### config.mk
export PLATFORM = sky130hd
export DESIGN_NAME = pwm_capture_flat
export DESIGN_NICKNAME = d
export VERILOG_FILES = /design/src/rtl/pwm_capture_pkg.sv /design/src/rtl/pwm_capture_if.sv /design/src/rtl/pwm_capture_edge_sync.sv /design/src/rtl/pwm_capture.sv /design/src/flat_wrapper.sv
export SDC_FILE = /design/constraint.sdc
export NUM_CORES = 1
export LEC_CHECK = 0
export CAP_MARGIN = 10
export CORE_MARGIN = 5
export CORE_UTILIZATION = 44
export DETAILED_ROUTE_END_ITERATION = 10
export PLACE_DENSITY = 0.65
export SETUP_SLACK_MARGIN = 0.15
export SKIP_LAST_GASP = 1
export SYNTH_ARGS = -nofsm -noshare
export SYNTH_HDL_FRONTEND = slang
export SYNTH_SLANG_ARGS = --single-unit
export TNS_END_PERCENT = 50
### constraint.sdc
create_clock -name int_osc -period 10.9 [get_ports int_osc]
set_input_delay 2.725 -clock int_osc [delete_from_list [all_inputs] [get_ports int_osc]]
set_output_delay 2.725 -clock int_osc [all_outputs]
set_load 0.02 [all_outputs]
### src/rtl/pwm_capture_pkg.sv
// Shared definitions for the PWM period/high-time capture block.
// Latency: n/a (types and constants only).
// Backpressure: n/a.
package pwm_capture_pkg;

    typedef enum logic [1:0] {
        ST_IDLE = 2'd0,
        ST_HIGH = 2'd1,
        ST_LOW  = 2'd2
    } state_t;

    localparam int CNT_W_DEF   = 28;
    localparam int TIMEOUT_DEF = 48_000_000;

endpackage

### src/rtl/pwm_capture_if.sv
// Measurement result channel: valid/ready handshake carrying period and high time.
// Latency: n/a (wires only).
// Backpressure: producer holds data stable while meas_valid && !meas_ready.
// Ports: meas_valid, period, high_time (producer -> consumer); meas_ready (consumer -> producer).
interface pwm_capture_if
    import pwm_capture_pkg::*;
#(
    parameter int CNT_W = CNT_W_DEF
);
    logic             meas_valid;
    logic             meas_ready;
    logic [CNT_W-1:0] period;
    logic [CNT_W-1:0] high_time;

    modport master (output meas_valid, output period, output high_time, input meas_ready);
    modport slave  (input meas_valid, input period, input high_time, output meas_ready);
endinterface

### src/rtl/pwm_capture_edge_sync.sv
// Two-flop synchronizer plus a third registered copy for rise/fall detection.
// Latency: input change to detect pulse is 3 cycles; level is 2 cycles behind din.
// Backpressure: none; rise/fall are single-cycle pulses.
// Ports: clk, rst (async, active-high), din (async input), level, rise, fall.
module edge_sync (
    input  logic clk,
    input  logic rst,
    input  logic din,
    output logic level,
    output logic rise,
    output logic fall
);
    logic       s1;
    logic       s2;
    logic       s3;
    logic [2:0] arm;

    always_ff @(posedge clk or posedge rst) begin
        if (rst) begin
            s1  <= 1'b0;
            s2  <= 1'b0;
            s3  <= 1'b0;
            arm <= 3'b000;
        end else begin
            s1  <= din;
            s2  <= s1;
            s3  <= s2;
            arm <= {arm[1:0], 1'b1};
        end
    end

    // The chain clears to 0 on reset, so an input already high at release
    // would look like a rise while it fills. Edges are only trusted once s3
    // holds a genuinely sampled value (three edges after release).
    assign level = s2;
    assign rise  = arm[2] &  s2 & ~s3;
    assign fall  = arm[2] & ~s2 &  s3;
endmodule

### src/rtl/pwm_capture.sv
// Measures PWM period and high time in int_osc cycles, flags stuck-high/low inputs.
// Latency: result valid 1 cycle after the closing rise is detected (4 cycles after pwm_in edge).
// Backpressure: results held while meas_valid && !meas_ready; new results then dropped and overrun set.
// Ports: int_osc (clock), rst (async, active-high), pwm_in (async), meas (result channel),
//        overrun (sticky drop flag), stuck_high / stuck_low (timeout flags).
module pwm_capture
    import pwm_capture_pkg::*;
#(
    parameter int CNT_W   = CNT_W_DEF,
    parameter int TIMEOUT = TIMEOUT_DEF
) (
    input  logic                 int_osc,
    input  logic                 rst,
    input  logic                 pwm_in,
    pwm_capture_if.master        meas,
    output logic                 overrun,
    output logic                 stuck_high,
    output logic                 stuck_low
);
    localparam logic [CNT_W-1:0] CNT_MAX = CNT_W'(TIMEOUT);
    localparam logic [CNT_W-1:0] CNT_LIM = CNT_W'(TIMEOUT - 1);
    localparam logic [CNT_W-1:0] CNT_ONE = CNT_W'(1);

    logic             level;
    logic             rise;
    logic             fall;

    state_t           state, state_nxt;
    logic [CNT_W-1:0] cnt, cnt_nxt;
    logic [CNT_W-1:0] high_cap, high_cap_nxt;
    logic             complete;
    logic             timeout_hit;

    logic             meas_valid_q;
    logic [CNT_W-1:0] period_q;
    logic [CNT_W-1:0] high_time_q;
    logic             handshake;

    edge_sync u_edge_sync (
        .clk   (int_osc),
        .rst   (rst),
        .din   (pwm_in),
        .level (level),
        .rise  (rise),
        .fall  (fall)
    );

    always_ff @(posedge int_osc or posedge rst) begin
        if (rst) begin
            state    <= ST_IDLE;
            cnt      <= '0;
            high_cap <= '0;
        end else begin
            state    <= state_nxt;
            cnt      <= cnt_nxt;
            high_cap <= high_cap_nxt;
        end
    end

    // The timeout fires on the edge where cnt would reach TIMEOUT, so the stuck
    // flag appears exactly TIMEOUT cycles after the rise that started the count.
    // A detected edge always wins over the timeout in the same cycle.
    always_comb begin
        state_nxt    = state;
        cnt_nxt      = cnt;
        high_cap_nxt = high_cap;
        complete     = 1'b0;
        timeout_hit  = 1'b0;
        case (state)
            ST_IDLE: begin
                if (rise) begin
                    state_nxt = ST_HIGH;
                    cnt_nxt   = CNT_ONE;
                end
            end
            ST_HIGH: begin
                if (fall) begin
                    state_nxt    = ST_LOW;
                    high_cap_nxt = cnt;
                    cnt_nxt      = cnt + CNT_ONE;
                end else if (cnt >= CNT_LIM) begin
                    state_nxt   = ST_IDLE;
                    cnt_nxt     = CNT_MAX;
                    timeout_hit = 1'b1;
                end else begin
                    cnt_nxt = cnt + CNT_ONE;
                end
            end
            ST_LOW: begin
                if (rise) begin
                    state_nxt = ST_HIGH;
                    cnt_nxt   = CNT_ONE;
                    complete  = 1'b1;
                end else if (cnt >= CNT_LIM) begin
                    state_nxt   = ST_IDLE;
                    cnt_nxt     = CNT_MAX;
                    timeout_hit = 1'b1;
                end else begin
                    cnt_nxt = cnt + CNT_ONE;
                end
            end
            default: state_nxt = ST_IDLE;
        endcase
    end

    // With no edge pending the synchronized level is the rail the input is
    // sitting on, which tells the timeout which stuck flag to raise.
    always_ff @(posedge int_osc or posedge rst) begin
        if (rst) begin
            stuck_high <= 1'b0;
            stuck_low  <= 1'b0;
        end else if (rise || fall) begin
            stuck_high <= 1'b0;
            stuck_low  <= 1'b0;
        end else if (timeout_hit) begin
            stuck_high <= level;
            stuck_low  <= ~level;
        end
    end

    assign handshake = meas_valid_q && meas.meas_ready;

    // A completion that coincides with a handshake replaces the data in place
    // and leaves overrun alone; a completion against a stalled consumer is dropped.
    always_ff @(posedge int_osc or posedge rst) begin
        if (rst) begin
            meas_valid_q <= 1'b0;
            period_q     <= '0;
            high_time_q  <= '0;
            overrun      <= 1'b0;
        end else if (complete) begin
            if (!meas_valid_q || meas.meas_ready) begin
                meas_valid_q <= 1'b1;
                period_q     <= cnt;
                high_time_q  <= high_cap;
            end else begin
                overrun <= 1'b1;
            end
        end else if (handshake) begin
            meas_valid_q <= 1'b0;
            overrun      <= 1'b0;
        end
    end

    assign meas.meas_valid = meas_valid_q;
    assign meas.period     = period_q;
    assign meas.high_time  = high_time_q;
endmodule

### src/flat_wrapper.sv
// flat-port wrapper written by rule: the top's interface ports become plain ports
module pwm_capture_flat import pwm_capture_pkg::*;
#(
    parameter int CNT_W   = CNT_W_DEF,
    parameter int TIMEOUT = TIMEOUT_DEF
)
  (int_osc, rst, pwm_in, overrun, stuck_high, stuck_low, meas_meas_valid, meas_period, meas_high_time, meas_meas_ready);
  pwm_capture_if #(.CNT_W(CNT_W)) meas_i ();
  input  logic int_osc;
  input  logic rst;
  input  logic pwm_in;
  output logic overrun;
  output logic stuck_high;
  output logic stuck_low;
  output wire logic [$bits(meas_i.meas_valid)-1:0] meas_meas_valid;
  output wire logic [$bits(meas_i.period)-1:0] meas_period;
  output wire logic [$bits(meas_i.high_time)-1:0] meas_high_time;
  input wire logic [$bits(meas_i.meas_ready)-1:0] meas_meas_ready;
  assign meas_meas_valid = meas_i.meas_valid;
  assign meas_period = meas_i.period;
  assign meas_high_time = meas_i.high_time;
  assign meas_i.meas_ready = meas_meas_ready;
  pwm_capture #(.CNT_W(CNT_W), .TIMEOUT(TIMEOUT)) u_core (.int_osc(int_osc), .rst(rst), .pwm_in(pwm_in), .meas(meas_i), .overrun(overrun), .stuck_high(stuck_high), .stuck_low(stuck_low));
endmodule
==> out/metrics.json <==
{
  "grt": {
    "overflow": 0,
    "grt_util_all_layers_pct": 17.46,
    "via_count_of_the_first_global_routing_pass": 4041,
    "grt_pass1_wl_um": 20190,
    "number_of_antenna_violations_at_the_first_check_in_global_routing": 0,
    "largest_net_degree_at_the_start_of_global_routing": 88
  },
  "clock_network": {
    "clock_insertion_delay_worst_skew_ns": 0.42,
    "ctsHoldBuffers": 0,
    "root_buffer": "sky130_fd_sc_hd__clkbuf_16",
    "ctsHtreeMaxLevel": 4,
    "cts_resized": 0,
    "cts.sink_count": 124,
    "cts_setup_buffers": 0,
    "cts_inserted_buffers": 17,
    "tritoncts": "done",
    "clkTransAtPathRegs_ns": 0.05,
    "max-clock-path-buffers": 2
  },
  "die": {
    "i_o_pins": 64,
    "initial_core_util_pct": 45.18,
    "rows": 40,
    "die_h_um": 121.5,
    "floorplan.die.width_um": 121.5,
    "die-area_um2": 14770,
    "coreArea_um2": 12110
  },
  "route": {
    "vias_per_cell": 5.316,
    "drc_errors": 0,
    "first_iter_violations": 309,
    "num_vias": 3923,
    "first_pass_iters": 4,
    "drt-wirelength-per-cell_um": 16.02,
    "antenna_violating_nets_remaining": 0,
    "drt-total-wl_um": 11820
  },
  "timing": {
    "post-route-min-period_ns": 4.245,
    "fin_crit_sh_pct": 38.94,
    "grt_setup_unrepaired": "false",
    "timing.setup.tns_ns": 0,
    "fmaxAchievable_ghz": 0.2356,
    "worst_clock_skew_ns": 0.006029,
    "maxSlewHeadroom_pct": 28.01,
    "final_hold_viol_count": 0,
    "maxSlewViolCount": 0,
    "setup_viol": 0,
    "worst_slew_pin_slew_ns": 1.080
  },
  "yosys": {
    "netlist.area_leader.share_pct": 56.71,
    "yosys_most_used_dff": "sky130_fd_sc_hd__dfrtp_1",
    "synth-async-reset-ratio_pct": 100.0,
    "synth_top_cells_by_count": "sky130_fd_sc_hd__dfrtp_1 (124), sky130_fd_sc_hd__nand2_1 (111), sky130_fd_sc_hd__mux2_2 (56)",
    "synthesis.area_per_instance_um2": 11.03,
    "most_area_consuming_cells_after_synthesis": "sky130_fd_sc_hd__dfrtp_1 (57%), sky130_fd_sc_hd__mux2_2 (12%), sky130_fd_sc_hd__nand2_1 (7.6%)",
    "netlist_area_um2": 5471,
    "synth-edff-count": 0,
    "ys_ff_latch": 124,
    "yosys_warnings": 0,
    "library_cells_used_by_synthesis": 57,
    "postSynthCellCount": 496,
    "cell_with_the_most_instances_after_synthesis": "sky130_fd_sc_hd__dfrtp_1",
    "netlist.top_cell.by_area": "sky130_fd_sc_hd__dfrtp_1",
    "synth_seq_area_share_pct": 56.71,
    "syn_nets": 505
  },
  "critical_path": {
    "worstPathMaxFanout": 5,
    "timing_worst_setup_path_type": "register to output port",
    "worstPathRequired_ns": 8.18,
    "slowest_delay_ns": 0.65,
    "startpoint_type_of_the_worst_setup_path": "register",
    "cp_cell_sequence": "clkdlybuf4s50_1",
    "crit_path_end_kind": "output port",
    "critical_path.n_buffers_inverters": 1,
    "arrival_ns": 1.52,
    "setup.reg_to_reg.worst_slack_ns": 7.61,
    "crit_slowest_cell": "sky130_fd_sc_hd__clkdlybuf4s50_1",
    "timing.critical_path.max_delay_family": "buffers and inverters"
  },
  "outcome": {
    "run_status": "complete, no violations"
  },
  "place": {
    "port_buffers": 63,
    "place_congestion": 0.8012,
    "detailed_place_hpwl_um": 7551
  },
  "pwr": {
    "power_density_nw_per_um2": 175.1,
    "ir_worst_vdd_mv": 0.1123,
    "leakage_nw": 3.152,
    "post-layout-total-power_mw": 1.192
  },
  "job": {
    "max_cap_violations": 0
  },
  "final_layout": {
    "diodes": 0,
    "layout-drive-gt1-share_pct": 18.95,
    "area.growth.synth_to_final_pct": 24.45,
    "finalNetCount": 566,
    "fillCellCount": 1098
  },
  "min_path": {
    "worstHoldPathType": "register to register"
  }
}
## worst paths after layout
path / from / endpoint / depth (start not counted)
setup / recovery: u_core.meas.meas_valid / meas_meas_valid / 1
hold reg to reg: u_core.u_edge_sync.arm[0] / u_core.u_edge_sync.arm[1] / 0
hold / removal: u_core.u_edge_sync.arm[0] / u_core.u_edge_sync.arm[1] / 0
setup reg to reg: u_core.state[1] / u_core.cnt[15] / 8
max in group asynchronous: rst / u_core.high_cap[12] / 3
min in group asynchronous: rst / u_core.high_cap[1] / 2
## flip-flops by register name (all words and copies together), names as in the netlist
name / flops
u_core.meas.high_time: 28
u_core.u_edge_sync.level: 1
u_core.stuck_high: 1
u_core.stuck_low: 1
u_core.cnt: 28
u_core.meas.meas_valid: 1
u_core.u_edge_sync.s3: 1
u_core.u_edge_sync.arm: 3
u_core.u_edge_sync.s1: 1
u_core.high_cap: 28
u_core.meas.period: 28
u_core.overrun: 1
u_core.state: 2
## cells in the final DEF, fill, tap and decap left out, types with 4 or more instances in the layout
| cell type | instances |
|---|---|
| sky130_fd_sc_hd__a21oi_1 | 12 |
| sky130_fd_sc_hd__a31oi_1 | 4 |
| sky130_fd_sc_hd__and2_1 | 4 |
| sky130_fd_sc_hd__and3_1 | 6 |
| sky130_fd_sc_hd__buf_4 | 4 |
| sky130_fd_sc_hd__clkbuf_16 | 17 |
| sky130_fd_sc_hd__clkbuf_8 | 6 |
| sky130_fd_sc_hd__clkdlybuf4s50_1 | 63 |
| sky130_fd_sc_hd__clkinv_2 | 6 |
| sky130_fd_sc_hd__dfrtp_1 | 124 |
| sky130_fd_sc_hd__ha_1 | 5 |
| sky130_fd_sc_hd__inv_1 | 11 |
| sky130_fd_sc_hd__mux2_2 | 56 |
| sky130_fd_sc_hd__mux2i_1 | 5 |
| sky130_fd_sc_hd__nand2_1 | 111 |
| sky130_fd_sc_hd__nand3_1 | 18 |
| sky130_fd_sc_hd__nand4_1 | 6 |
| sky130_fd_sc_hd__nor2_1 | 12 |
| sky130_fd_sc_hd__nor3_1 | 4 |
| sky130_fd_sc_hd__o21ai_0 | 21 |
| sky130_fd_sc_hd__o21ai_1 | 4 |
| sky130_fd_sc_hd__o22ai_1 | 4 |
| sky130_fd_sc_hd__o311ai_0 | 6 |
| sky130_fd_sc_hd__o311ai_1 | 6 |
## cell families after synthesis
family / share of synthesized area, %
xor+xnor: 0.1601
buf+inv: 3.156
compound gates: 9.193
flops: 56.71
mux: 12.44
fa+ha+maj: 1.143
simple gates: 17.13
other cells: 0.06854
## report_power, final
group / internal [mW] / switching (mW)
clock network: 0.347 / 0.189
logic: 0.0541 / 0.113
registers: 0.475 / 0.0145
total: 0.876 / 0.316
## layer usage
layer  GRT usage (%)  up-vias  part of all wire (%)
met5               0        -                     0
met2           25.73       98                    46
met4           8.333        0                   1.4
li1                -     1873                     -
met3           5.082       17                   4.8
met1           23.70     1935                    48
## layout make-up
cell class / instances / area (um2) / area share, %
clock buffers: 25 / 515.5 / 7.571
clock inverters: 7 / 60.06 / 0.8820
inverters: 12 / 47.55 / 0.6983
multi-input cells: 335 / 2212 / 32.49
flip-flops and latches: 124 / 3103 / 45.57
well taps: 168 / 210.2 / 3.087
repair buffers: 67 / 660.6 / 9.702
## through the flow
| step | area, um2 | util [%] | hold slack, ns | cells | setup WS, ns |
|---|---|---|---|---|---|
| detailed placement | 6233 | 51.47 | 0.3395 | 706 | 6.223 |
| floorplan | 5472 | - | 0.3312 | 496 | 4.876 |
| CTS | 6809 | 56.22 | 0.3512 | 738 | 6.634 |
| global route | 6809 | 56.22 | 0.3528 | 738 | 6.405 |
| global placement | 6233 | 51.47 | 0.3333 | 706 | 6.255 |
| finish | 6809 | 56.22 | 0.3471 | 738 | 6.655 |
No activity file was read; power rests on OpenSTA's default activity.
